===== config.mk =====
export PLATFORM = sky130hd
export DESIGN_NAME = cpu_run_ctrl
export DESIGN_NICKNAME = d
export VERILOG_FILES = /design/src/rtl/cpu_run_ctrl.sv
export SDC_FILE = /design/constraint.sdc
export NUM_CORES = 1
export LEC_CHECK = 0
export ABC_CLOCK_PERIOD_IN_PS = 2300
export BUFFER_PORTS_ARGS = -buffer_cell sky130_fd_sc_hd__buf_2
export CAP_MARGIN = 10
export CELL_PAD_IN_SITES_DETAIL_PLACEMENT = 1
export CELL_PAD_IN_SITES_GLOBAL_PLACEMENT = 1
export CORE_UTILIZATION = 35
export DETAILED_ROUTE_END_ITERATION = 8
export GPL_TIMING_DRIVEN = 0
export PLACE_DENSITY_LB_ADDON = 0.1
export SLEW_MARGIN = 20
export SYNTH_ARGS = -nofsm -noshare
export SYNTH_HDL_FRONTEND = slang
export SYNTH_SLANG_ARGS = --single-unit

===== constraint.sdc =====
create_clock -name clk -period 2.3 [get_ports clk]
set_input_delay 0.23 -clock clk [delete_from_list [all_inputs] [get_ports clk]]
set_output_delay 0.23 -clock clk [all_outputs]
set_load 0.01 [all_outputs]

===== src/rtl/cpu_run_ctrl.sv =====
// cpu_run_ctrl: run/halt/step controller for the single-cycle RV32I core.
//
// The controller owns the core's commit enable. The host drives it through
// the command port to run the core freely, single-step it N instructions,
// halt it, manage one breakpoint and clear the commit counter. The core is
// also halted automatically when any of these is true for the fetched
// instruction:
//   - its PC is out of range
//   - it is a null word or a self-loop branch
//   - it sits on the breakpoint
//   - the commit budget is used up
//
// Parameters:
//   PC_LIMIT     first illegal PC; any pc >= PC_LIMIT halts the core
//   CYCLE_LIMIT  maximum number of commits, 0 = unlimited
//
// Ports:
//   clk           system clock, rising edge
//   rst           synchronous active-high reset
//   cmd_valid     host command present
//   cmd_ready     command accepted when valid && ready at a rising edge
//   cmd_op        command code (RUN/HALT/STEP/SETBP/CLRBP/CLRCNT, else NOP)
//   cmd_arg       STEP count or SETBP address
//   pc, instr     PC and instruction the core is currently presenting
//   cpu_en        commit enable for the current cycle
//   halted        controller is halted
//   halt_cause    reason for the most recent halt
//   commit_count  number of committed instructions (saturating)
module cpu_run_ctrl #(
  parameter logic [31:0] PC_LIMIT    = 32'h0000_0200,
  parameter logic [31:0] CYCLE_LIMIT = 32'd0
) (
  input  logic        clk,
  input  logic        rst,
  input  logic        cmd_valid,
  output logic        cmd_ready,
  input  logic [2:0]  cmd_op,
  input  logic [31:0] cmd_arg,
  input  logic [31:0] pc,
  input  logic [31:0] instr,
  output logic        cpu_en,
  output logic        halted,
  output logic [2:0]  halt_cause,
  output logic [31:0] commit_count
);

  typedef enum logic [1:0] {
    ST_HALT,
    ST_RUN,
    ST_STEP
  } state_t;

  localparam logic [2:0] OP_RUN    = 3'b001;
  localparam logic [2:0] OP_HALT   = 3'b010;
  localparam logic [2:0] OP_STEP   = 3'b011;
  localparam logic [2:0] OP_SETBP  = 3'b100;
  localparam logic [2:0] OP_CLRBP  = 3'b101;
  localparam logic [2:0] OP_CLRCNT = 3'b110;

  localparam logic [2:0] CAUSE_RESET = 3'd0;
  localparam logic [2:0] CAUSE_HOST  = 3'd1;
  localparam logic [2:0] CAUSE_STEP  = 3'd2;
  localparam logic [2:0] CAUSE_BP    = 3'd3;
  localparam logic [2:0] CAUSE_LOOP  = 3'd4;
  localparam logic [2:0] CAUSE_PCLIM = 3'd5;
  localparam logic [2:0] CAUSE_NULL  = 3'd6;
  localparam logic [2:0] CAUSE_CYCLE = 3'd7;

  localparam logic [31:0] SELF_LOOP_INSTR = 32'h0000_0063;

  state_t      state_q, state_d;
  logic [2:0]  cause_q, cause_d;
  logic [31:0] count_q, count_d;
  logic        bp_valid_q, bp_valid_d;
  logic [29:0] bp_addr_q, bp_addr_d;
  logic [31:0] step_rem_q, step_rem_d;
  logic        skip_bp_q, skip_bp_d;

  logic        stop_hit;
  logic [2:0]  stop_cause;
  logic        cmd_accept;

  // Commands stall while a step sequence is in flight so a STEP always
  // completes (or is cut short by a stop condition) before the host acts.
  assign cmd_ready  = (state_q != ST_STEP);
  assign cmd_accept = cmd_valid && cmd_ready;
  assign halted     = (state_q == ST_HALT);
  assign halt_cause = cause_q;
  assign commit_count = count_q;

  // Stop detection is pre-commit and looks only at registered state and the
  // core's fetch, never at the command port, so the core sees no path from
  // host commands to its commit enable. The if-chain encodes priority.
  always_comb begin
    stop_hit   = 1'b0;
    stop_cause = CAUSE_RESET;
    if (state_q != ST_HALT) begin
      if (pc >= PC_LIMIT) begin
        stop_hit   = 1'b1;
        stop_cause = CAUSE_PCLIM;
      end else if (instr == 32'd0) begin
        stop_hit   = 1'b1;
        stop_cause = CAUSE_NULL;
      end else if (instr == SELF_LOOP_INSTR) begin
        stop_hit   = 1'b1;
        stop_cause = CAUSE_LOOP;
      end else if (bp_valid_q && (pc[31:2] == bp_addr_q) && !skip_bp_q) begin
        stop_hit   = 1'b1;
        stop_cause = CAUSE_BP;
      end else if ((CYCLE_LIMIT != 32'd0) && (count_q >= CYCLE_LIMIT)) begin
        stop_hit   = 1'b1;
        stop_cause = CAUSE_CYCLE;
      end
    end
  end

  assign cpu_en = (state_q != ST_HALT) && !stop_hit;

  // Next-state logic. Stop conditions take precedence over a host HALT in
  // the same cycle so the more informative cause is kept. Breakpoint and
  // counter commands are applied last so CLRCNT beats a concurrent commit.
  always_comb begin
    state_d    = state_q;
    cause_d    = cause_q;
    count_d    = count_q;
    bp_valid_d = bp_valid_q;
    bp_addr_d  = bp_addr_q;
    step_rem_d = step_rem_q;
    skip_bp_d  = skip_bp_q;

    // The first commit after a resume consumes the breakpoint skip, so
    // resuming from a breakpoint executes that instruction exactly once.
    if (cpu_en) begin
      skip_bp_d = 1'b0;
      if (count_q != 32'hFFFF_FFFF) begin
        count_d = count_q + 32'd1;
      end
    end

    case (state_q)
      ST_HALT: begin
        if (cmd_accept && (cmd_op == OP_RUN)) begin
          state_d   = ST_RUN;
          skip_bp_d = 1'b1;
        end else if (cmd_accept && (cmd_op == OP_STEP)) begin
          state_d    = ST_STEP;
          step_rem_d = (cmd_arg == 32'd0) ? 32'd1 : cmd_arg;
          skip_bp_d  = 1'b1;
        end
      end
      ST_RUN: begin
        if (stop_hit) begin
          state_d = ST_HALT;
          cause_d = stop_cause;
        end else if (cmd_accept && (cmd_op == OP_HALT)) begin
          state_d = ST_HALT;
          cause_d = CAUSE_HOST;
        end
      end
      ST_STEP: begin
        if (stop_hit) begin
          state_d    = ST_HALT;
          cause_d    = stop_cause;
          step_rem_d = 32'd0;
        end else begin
          step_rem_d = step_rem_q - 32'd1;
          if (step_rem_q == 32'd1) begin
            state_d = ST_HALT;
            cause_d = CAUSE_STEP;
          end
        end
      end
      default: begin
        state_d = ST_HALT;
      end
    endcase

    if (cmd_accept) begin
      case (cmd_op)
        OP_SETBP: begin
          bp_valid_d = 1'b1;
          bp_addr_d  = cmd_arg[31:2];
        end
        OP_CLRBP: begin
          bp_valid_d = 1'b0;
        end
        OP_CLRCNT: begin
          count_d = 32'd0;
        end
        default: begin
        end
      endcase
    end
  end

  always_ff @(posedge clk) begin
    if (rst) begin
      state_q    <= ST_HALT;
      cause_q    <= CAUSE_RESET;
      count_q    <= 32'd0;
      bp_valid_q <= 1'b0;
      bp_addr_q  <= 30'd0;
      step_rem_q <= 32'd0;
      skip_bp_q  <= 1'b0;
    end else begin
      state_q    <= state_d;
      cause_q    <= cause_d;
      count_q    <= count_d;
      bp_valid_q <= bp_valid_d;
      bp_addr_q  <= bp_addr_d;
      step_rem_q <= step_rem_d;
      skip_bp_q  <= skip_bp_d;
    end
  end

endmodule


==> impl_metrics.tcl, run 1 <==
set metrics [dict create \
    status "complete, but fails checks" \
    violations "negative setup slack" \
    netlist.top_cell.by_area "dfxtp_1" \
    slowest_delay_ns 0.56 \
    switching_share_pct 27.4 \
    antenna_found_initial 0 \
    wire_per_inst_um 20.6 \
    grt_pass1_vias 6241 \
    grt_overflow 0 \
    grt_max_degree 16 \
    yosys_warnings 0 \
    timing.hold.ws_ns 0.146 \
    ff2ff_path_depth 10 \
    avgSynthCellArea_sq_um 7.65 \
    io_buffer_count 135 \
    grt_pass1_wl_um 34000 \
    final_nets 1013 \
    synthMuxAreaShare_pct 0.180 \
    power.internal_uw 3160 \
    synth_top_area_share_pct 36.4 \
    tightest_slew_ns 0.820 \
    io_pins 140 \
    drc 0 \
    ys_types 56 \
    synthAdderAreaFrac_pct 0.676 \
    p_leak_uw 0.00309 \
    power.density_mw_per_mm2 562 \
    crit-reg2reg-launch "bp_addr_q[9]$_SDFFE_PP0P_" \
    finalHoldViolations 0 \
    hold_class "in -> reg" \
    worst_slack_ns -0.145 \
    synth_edf_count 0 \
    drv_slew 0 \
    dpl.hpwl_um 16500 \
    die-height_um 128 \
    crit_path_start "bp_addr_q[9]$_SDFFE_PP0P_" \
    clock-skew-final_ns 0.00737 \
    slew_headroom_pct 44.9 \
    drive_above_1_share_pct 34.9 \
    switchingPower_uw 1190 \
    drt-total-wl_um 23200 \
    place.gp.congestion 0.890 \
    cp.arrival_ns 2.73 \
    yosys.area_share.simple_pct 31.0 \
    finalSetupTns_ns -0.345 \
    rr_endpoint "commit_count[27]$_SDFF_PP0_" \
    diodes 0 \
    drtPass1Iterations 5 \
    clock_path_buffers 2 \
    crit_family "simple AND/OR/NAND/NOR gates" \
    worstSkewPairLatency_ns 0.36 \
    max_freq_ghz 0.409 \
    htreeDepth 3 \
    worstPathRequired_ns 2.59 \
    grt_usage_pct 27.2 \
    cts_tree "done" \
    antenna_left 0 \
    die_w_um 128 \
    power.total_uw 4360 \
    critical_path_buf_inv_count 3 \
    yosysSeqAreaShare_pct 36.4 \
    fin_util_pct 50.5 \
    ys_ff_latch 101 \
    synth_top_family_by_area "simple AND/OR/NAND/NOR gates" \
    worstPathMaxFanout 7 \
    fp-row-count 45 \
    max_cap_viol_count 0 \
    synthTopCellsByArea "dfxtp_1 (36%), nand2_1 (8.1%), a21oi_1 (6.7%)" \
    cts-root-buf "clkbuf_16" \
    drt-initial-drc-count 298 \
    syn_inst 726 \
    hold_start "cmd_arg[15]" \
    path_clk_slew_ns 0.07 \
    cts-buffers-inserted 9 \
    comb_power_share_pct 16.8 \
    period_share_pct 106 \
    crit_slowest_cell "or4_4" \
    area_growth_pct 39.6 \
    synth_common_cells "nand2_1 (120), dfxtp_1 (101), a21oi_1 (74), nor2_1 (54), o21ai_0 (48)" \
    syn_nets 831 \
    r2r_slack_ns -0.14 \
    clkSinkCount 101 \
    synth_xor_area_share_pct 8.20 \
    crit_type "reg -> reg" \
    clock_power_share_pct 41.3 \
    critPathMostFrequentCell "buf_6" \
    worstHoldEndpoint "bp_addr_q[13]$_SDFFE_PP0P_" \
    rsz0062_at_grt "true" \
    coreArea_sq_mm 0.0154 \
    setup_viol_count_final 5 \
    post-route-min-period_ns 2.44 \
    synth-main-ff-cell "dfxtp_1" \
    synth_compound_area_share_pct 19.8 \
    dieArea_sq_mm 0.0164 \
    min_path_cells 3 \
    crit_chain "xor2_1 > nor4_2 > nand4_1 > buf_6 > o211ai_4 > buf_6 > buf_6 > or4_4 > or3_1 > a21oi_1" \
    synth-async-reset-ratio_pct 0 \
    ir_drop_uv 374 \
    seqPwrFrac_pct 41.8 \
    start_util_pct 36.1 \
    viasPerCell 5.70 \
    endpoint_kind "register" \
    start_kind "register" \
    ctsHoldBuffers 0 \
    syn_area_sq_mm 0.00556 \
    synth_most_common_cell "nand2_1" \
    num_vias 6408 \
]
metrics by stage:
| step | instance area (sq um) | cells | setup slack [ns] |
|---|---|---|---|
| final | 7750 | 1124 | -0.145 |
| after global routing | 7750 | 1124 | -0.225 |
| after CTS | 7360 | 1112 | -0.0114 |
| after detailed placement | 6490 | 1072 | -0.660 |
| after global placement | 6490 | 1072 | -0.536 |
| after floorplan | 5560 | 726 | 0.0401 |
metal layers:
metal	share of wire, %	track usage [%]	vias to the layer above
met5	0	0	-
met3	5.5	4.05	43
met1	45	36.3	3128
met2	47	44.6	224
li1	-	-	3013
met4	2.7	9.83	0
worst reg2reg max path, delay by kind of cell, from the launching register on:
| kind | cells | cell delay, ns |
|---|---|---|
| AND/OR/NAND/NOR | 4 | 1.11 |
| buffers and inverters | 3 | 0.42 |
| flip-flops | 1 | 0.34 |
| XOR/XNOR | 1 | 0.28 |
| AO/OA/AOI/OAI | 2 | 0.23 |
registers in the layout (all words and copies together), names as in the netlist:
name,cells
commit_count,32
step_rem_q,32
bp_addr_q,30
halt_cause,3
state_q,2
bp_valid_q,1
skip_bp_q,1
placed cells by master (no fill, tap or decap), drive strengths merged, types with 4 or more instances in the layout:
| master | n |
|---|---|
| a211oi | 8 |
| a21oi | 74 |
| a22oi | 6 |
| a31o | 6 |
| a31oi | 4 |
| and2 | 4 |
| and3 | 11 |
| and4 | 4 |
| buf | 181 |
| clkbuf | 40 |
| dfxtp | 101 |
| inv | 13 |
| nand2 | 120 |
| nand3 | 16 |
| nand4 | 17 |
| nor2 | 54 |
| nor3 | 24 |
| nor4 | 46 |
| nor4b | 8 |
| o211a | 6 |
| o21ai | 48 |
| o31ai | 4 |
| o41ai | 5 |
| or3 | 13 |
| or4 | 7 |
| xnor2 | 17 |
| xor2 | 35 |
power groups by stage:
stage	clock (uW)	sequential, uW	combinational [uW]
final	1800	1820	734
after global routing	1880	1830	789
after CTS	1820	1820	667
after detailed placement	0	1860	577
after global placement	0	1850	557
after floorplan	0	1850	328
worst max-delay path by stage:
stage / cells after the start / slack [ns] / to
6_report: 10 / -0.14 / commit_count[27]$_SDFF_PP0_
5_1_grt: 10 / -0.23 / commit_count[27]$_SDFF_PP0_
4_1_cts: 10 / -0.01 / commit_count[14]$_SDFF_PP0_
3_5_place_dp: 8 / -0.66 / step_rem_q[8]$_SDFFE_PP0P_
3_3_place_gp: 8 / -0.54 / step_rem_q[6]$_SDFFE_PP0P_
2_1_floorplan: 8 / 0.04 / commit_count[27]$_SDFF_PP0_
final cells by class:
cell class	count	area, sq um
well taps	211	264
clock buffers	12	246
flip-flops and latches	101	2070
multi-input cells	574	3820
repair buffers	172	996
plain buffers	37	209
fillers	1931	7620
clock inverters	4	95.1
inverters	13	51.3
cells by family (layout without fill, tap and decap cells):
| kind of cell | count (synthesis) | in the layout |
|---|---|---|
| and+or+nand+nor | 337 | 337 |
| AOI/OAI and AO/OA | 181 | 181 |
| DFF | 101 | 101 |
| xor gates and xnor gates | 52 | 52 |
| buffers and inverters | 51 | 238 |
| adders and majority gates | 3 | 3 |
| muxes | 1 | 1 |
what timing repair did:
action	in CTS	in global routing
buffers inserted	25	14
gates cloned	0	1
resized for setup	96	82
setup endpoints to repair	70	55
pin swaps	45	21
No activity file was read; power rests on OpenSTA's default activity.
==> run 2, diff against run 1 <==
CORE_UTILIZATION = 36   (was 35)
CTS_BUF_LIST = sky130_fd_sc_hd__clkbuf_2   (was not set)
==> run 2 against run 1 <==
The run still ends with negative setup slack left. First-iteration DRC count up 41%. Sequential share of layout area fell by 1.8 points. Die area shrank 2.7%. Via count rose by 5.9%. Largest power group unchanged. Routed wire length grew 6.4%. Sequential cell count is the same. Non-clock buffer count increased by 58. Utilization grew 4.5 points. Sequential power is essentially flat.
==> impl_metrics.tcl, run 2 (synthesized netlist as in run 1, its figures left out) <==
set metrics [dict create \
    status "complete, but fails checks" \
    violations "negative setup slack" \
    max_cap_viol_count 0 \
    grt_pass1_vias 6761 \
    r2r_slack_ns -0.20 \
    power.density_mw_per_mm2 431 \
    dpl.hpwl_um 16600 \
    critPathMostFrequentCell "buf_6" \
    path_clk_slew_ns 0.30 \
    switchingPower_uw 1210 \
    wl_met2_um 11800 \
    antenna_left 0 \
    cts-root-buf "clkbuf_2" \
    drt-total-wl_um 24700 \
    fp-row-count 45 \
    clock_path_buffers 2 \
    worst_slack_ns -0.371 \
    wl_met1_um 10900 \
    crit_slowest_cell "dfxtp_4" \
    drtPass1Iterations 5 \
    finalSetupTns_ns -1.21 \
    worstSkewPairLatency_ns 0.68 \
    htreeDepth 3 \
    dr.max_layer_used "met4" \
    hold_start "cmd_arg[1]" \
    slowest_delay_ns 0.43 \
    ff2ff_path_depth 10 \
    drc 0 \
    ir_drop_uv 220 \
    tightest_slew_ns 0.729 \
    grt_usage_pct 29.5 \
    clkSinkCount 101 \
    antenna_found_initial 2 \
    io_pins 140 \
    switching_share_pct 33.7 \
    worstPathRequired_ns 2.07 \
    cts-buffers-inserted 9 \
    final_nets 1071 \
    crit_path_start "bp_addr_q[0]$_SDFFE_PP0P_" \
    start_util_pct 36.7 \
    period_share_pct 116 \
    grt_overflow 0 \
    critical_path_buf_inv_count 4 \
    power.internal_uw 2380 \
    drt-initial-drc-count 421 \
    max_freq_ghz 0.374 \
    comb_power_share_pct 22.9 \
    drive_above_1_share_pct 40.0 \
    worstPathMaxFanout 2 \
    coreArea_sq_mm 0.0151 \
    route.met3.wl_um 1300 \
    slew_headroom_pct 51.4 \
    area_growth_pct 49.8 \
    post-route-min-period_ns 2.67 \
    clock-skew-final_ns 0.0349 \
    place.gp.congestion 0.857 \
    die_w_um 126 \
    hold_class "in -> reg" \
    finalHoldViolations 0 \
    cts_tree "done" \
    setup_viol_count_final 20 \
    rsz0062_at_grt "true" \
    seqPwrFrac_pct 51.1 \
    p_leak_uw 0.00331 \
    clock_power_share_pct 26.1 \
    wire_per_inst_um 21.2 \
    grt_max_degree 17 \
    crit-reg2reg-launch "bp_addr_q[7]$_SDFFE_PP0P_" \
    final_common_cell "buf_2" \
    rr_endpoint "commit_count[27]$_SDFF_PP0_" \
    crit_family "simple AND/OR/NAND/NOR gates" \
    drv_slew 0 \
    die-height_um 126 \
    power.total_uw 3590 \
    crit_type "reg -> out" \
    dieArea_sq_mm 0.0159 \
    cp.arrival_ns 2.44 \
    min_path_cells 4 \
    worstHoldEndpoint "step_rem_q[1]$_SDFFE_PP0P_" \
    io_buffer_count 135 \
    num_vias 6783 \
    viasPerCell 5.84 \
    start_kind "register" \
    endpoint_kind "output pin" \
    layout_common_cells "buf_2 (136), nand2_1 (116), dfxtp_1 (69)" \
    grt_pass1_wl_um 36300 \
    crit_chain "xor2_2 > nor4_4 > nand4_1 > o211ai_2 > buf_6 > buf_8 > inv_4 > buf_6" \
]
run 2: metrics by stage:
step	instances	hold WS, ns	cell area [sq um]	utilization (%)	setup slack (ns)
floorplan	726	0.366	5560	-	0.0401
global placement	1049	0.441	6470	42.7	-0.593
detailed placement	1049	0.447	6470	42.7	-0.689
CTS	1132	0.0125	7530	49.7	-0.402
global route	1161	0.0349	8320	55.0	-0.458
finish	1161	0.0339	8320	55.0	-0.371
run 2: how the worst max path moves through the flow:
stage	end	slack, ns	cells past startpoint
2_1_floorplan	commit_count[27]$_SDFF_PP0_	0.04	8
3_3_place_gp	step_rem_q[6]$_SDFFE_PP0P_	-0.59	8
3_5_place_dp	step_rem_q[23]$_SDFFE_PP0P_	-0.69	8
4_1_cts	cpu_en	-0.40	8
5_1_grt	cpu_en	-0.46	8
6_report	cpu_en	-0.37	8
run 2: final cells by class:
type	count	area, sq um
fill	1874	6820
multi-input combinational	574	4040
sequential	101	2070
timing repair buffer	230	1570
buffer	37	235
tap	188	235
clock inverter	6	60.1
inverter	13	53.8
clock buffer	10	50.0
antenna	2	5.00
run 2: what timing repair did:
| item | 4_1_cts | 5_1_grt |
|---|---|---|
| hold buffers | 30 | 0 |
| cloned | 3 | 1 |
| setup buffers | 36 | 29 |
| hold endpoints to repair | 48 | 0 |
| pin swaps | 34 | 62 |
| setup endpoints to repair | 71 | 67 |
| resized for setup | 104 | 156 |
run 2: worst min-delay path: cells and delay by family:
family	cells	cell delay, ns
buf+inv	1	0.13
compound gates	3	0.35
run 2: power by group through the flow:
stage / Sequential [uW] / Combinational [uW] / Clock [uW]
global route: 1840 / 880 / 1010
detailed placement: 1860 / 579 / 0
CTS: 1830 / 713 / 938
floorplan: 1850 / 328 / 0
global placement: 1850 / 558 / 0
finish: 1830 / 820 / 935
run 2: metal layers:
metal | vias to the layer above | global-route usage [%]
met5 | - | 0
met4 | 0 | 10.5
met3 | 53 | 3.99
met2 | 253 | 49.2
met1 | 3363 | 38.9
li1 | 3114 | -
==> run 3, diff against run 2 <==
ABC_AREA = 0   (was not set)
PLACE_DENSITY = 0.87   (was not set)
PLACE_DENSITY_LB_ADDON = not set   (was 0.1)
==> run 3 against run 2 <==
The run ends with design-rule violations, negative hold slack, negative setup slack left. Via count increased by 16%. Power increased by 8.9%. Final cell count increased by 0.60%. Utilization increased by 2.1 points. Largest cell class unchanged.
==> impl_metrics.tcl, run 3 (synthesized netlist as in run 1, its figures left out) <==
set metrics [dict create \
    worstPathMaxFanout 2 \
    violations "design-rule violations, negative hold slack, negative setup slack" \
    drtPass1Iterations 9 \
    place.gp.congestion 0.888 \
    worstSkewPairLatency_ns 0.77 \
    max_cap_viol_count 0 \
    final_common_cell "buf_2" \
    antenna_found_initial 4 \
    clock_path_buffers 2 \
    max_freq_ghz 0.346 \
    hold_class "in -> reg" \
    die-height_um 126 \
    grt_pass1_wl_um 38000 \
    antenna_left 0 \
    dp_cells 1049 \
    viasPerCell 6.72 \
    fillerInstances 1757 \
    cts-root-buf "clkbuf_2" \
    fp-row-count 45 \
    coreArea_sq_mm 0.0151 \
    die_w_um 126 \
    dieArea_sq_mm 0.0159 \
    htreeDepth 3 \
    multi_input_area_sq_mm 0.00416 \
    area_growth_pct 55.5 \
    finalHoldViolations 2 \
    timing.hold.ws_ns -0.0407 \
    power.density_mw_per_mm2 452 \
    wl_met2_um 15200 \
    grt_pass1_vias 7172 \
    power.total_uw 3910 \
    ff_latch_area_sq_mm 0.00208 \
    io_buffer_count 135 \
    endpoint_kind "output pin" \
    post-route-min-period_ns 2.89 \
    grt_max_degree 17 \
    start_util_pct 36.7 \
    dr.max_layer_used "met4" \
    num_vias 7844 \
    worstPathRequired_ns 2.07 \
    wl_met1_um 11800 \
    drt-initial-drc-count 918 \
    dpl.hpwl_um 15400 \
    p_leak_uw 0.00339 \
    status "complete, but fails checks" \
    drive_above_1_share_pct 41.8 \
    ir_drop_uv 265 \
    wire_per_inst_um 28.6 \
    clock-skew-final_ns 0.0805 \
    fin_area_sq_mm 0.00864 \
    path_clk_slew_ns 0.33 \
    grt_usage_pct 30.9 \
    placed_area_sq_mm 0.00647 \
    worst_slack_ns -0.587 \
    rsz0062_at_grt "true" \
    setup_viol_count_final 70 \
    final_nets 1076 \
    layoutNonFillerInstCount 1168 \
    tightest_slew_ns 0.833 \
    cts_tree "done" \
    route.met3.wl_um 3480 \
    fin_util_pct 57.1 \
    drt-total-wl_um 33500 \
    clkSinkCount 101 \
    crit_type "reg -> out" \
    grt_overflow 0 \
    cts-buffers-inserted 9 \
    io_pins 140 \
    layout_common_cells "buf_2 (134), nand2_1 (109), dfxtp_1 (67)" \
    start_kind "register" \
    slew_headroom_pct 44.5 \
    drc 4 \
    drv_slew 0 \
    cp.arrival_ns 2.66 \
    period_share_pct 126 \
]
## run 3: cell types whose count changed in the layout (fill, tap and decap cells not counted), sizes merged
cell | previous run | this run
diode | 2 | 5
buf | 207 | 209
clkbuf | 40 | 42
clkinv | 3 | 1
clkinvlp | 0 | 2
bufinv | 1 | 2
inv | 15 | 14
## run 3: cell type report
class                      instances  area share [%]
multi-input combinational        574            48.2
sequential                       101            24.1
timing repair buffer             234            19.8
buffer                            38            2.91
tap                              188            2.72
clock inverter                     6            1.01
inverter                          13           0.623
clock buffer                       9           0.521
antenna                            5           0.145
## run 3: critical path, cell delays in order (launching register included)
cell,delay [ns]
dfxtp_1,0.40
xor2_1,0.21
nor4_2,0.37
nand4_1,0.19
buf_6,0.18
o211ai_4,0.23
buf_6,0.14
buf_8,0.10
inv_6,0.03
buf_6,0.10
## run 3: path summary, 6_finish.rpt
| kind | startpoint | end | slack, ns | depth (start not counted) |
|---|---|---|---|---|
| setup / recovery | bp_addr_q[29]$_SDFFE_PP0P_ | cpu_en | -0.59 | 9 |
| hold / removal | cmd_arg[1] | step_rem_q[1]$_SDFFE_PP0P_ | -0.04 | 4 |
| setup reg to reg | bp_addr_q[24]$_SDFFE_PP0P_ | commit_count[27]$_SDFF_PP0_ | -0.53 | 11 |
| hold reg to reg | bp_addr_q[5]$_SDFFE_PP0P_ | bp_addr_q[5]$_SDFFE_PP0P_ | 0.50 | 2 |
## run 3: metal layers
layer / track usage (%) / vias to the layer above
met5: 0 / -
met4: 19.6 / 0
met3: 5.48 / 279
met2: 54.5 / 699
met1: 34.4 / 3743
li1: - / 3123
## run 3: stage by stage
stage / setup TNS [ns] / setup WS, ns
after floorplan: 0 / 0.0401
after global placement: -19.21 / -0.619
after detailed placement: -24.73 / -0.783
after CTS: -0.431 / -0.329
after global routing: -18.01 / -0.657
final: -14.97 / -0.587
## run 3: repair_timing
item | 4_1_cts | 5_1_grt
endpoints found under the hold margin | 44 | 0
cloned | 0 | 5
gates resized for setup | 102 | 193
endpoints found under the setup margin | 71 | 70
hold buffers | 30 | 0
pin swaps | 23 | 76
setup buffers | 28 | 38
## run 3: power by group
group          switching, uW  leakage [uW]  internal (uW)
registers               52.2      0.000835           1790
clock network            737     0.0000721            353
logic                    615       0.00248            361
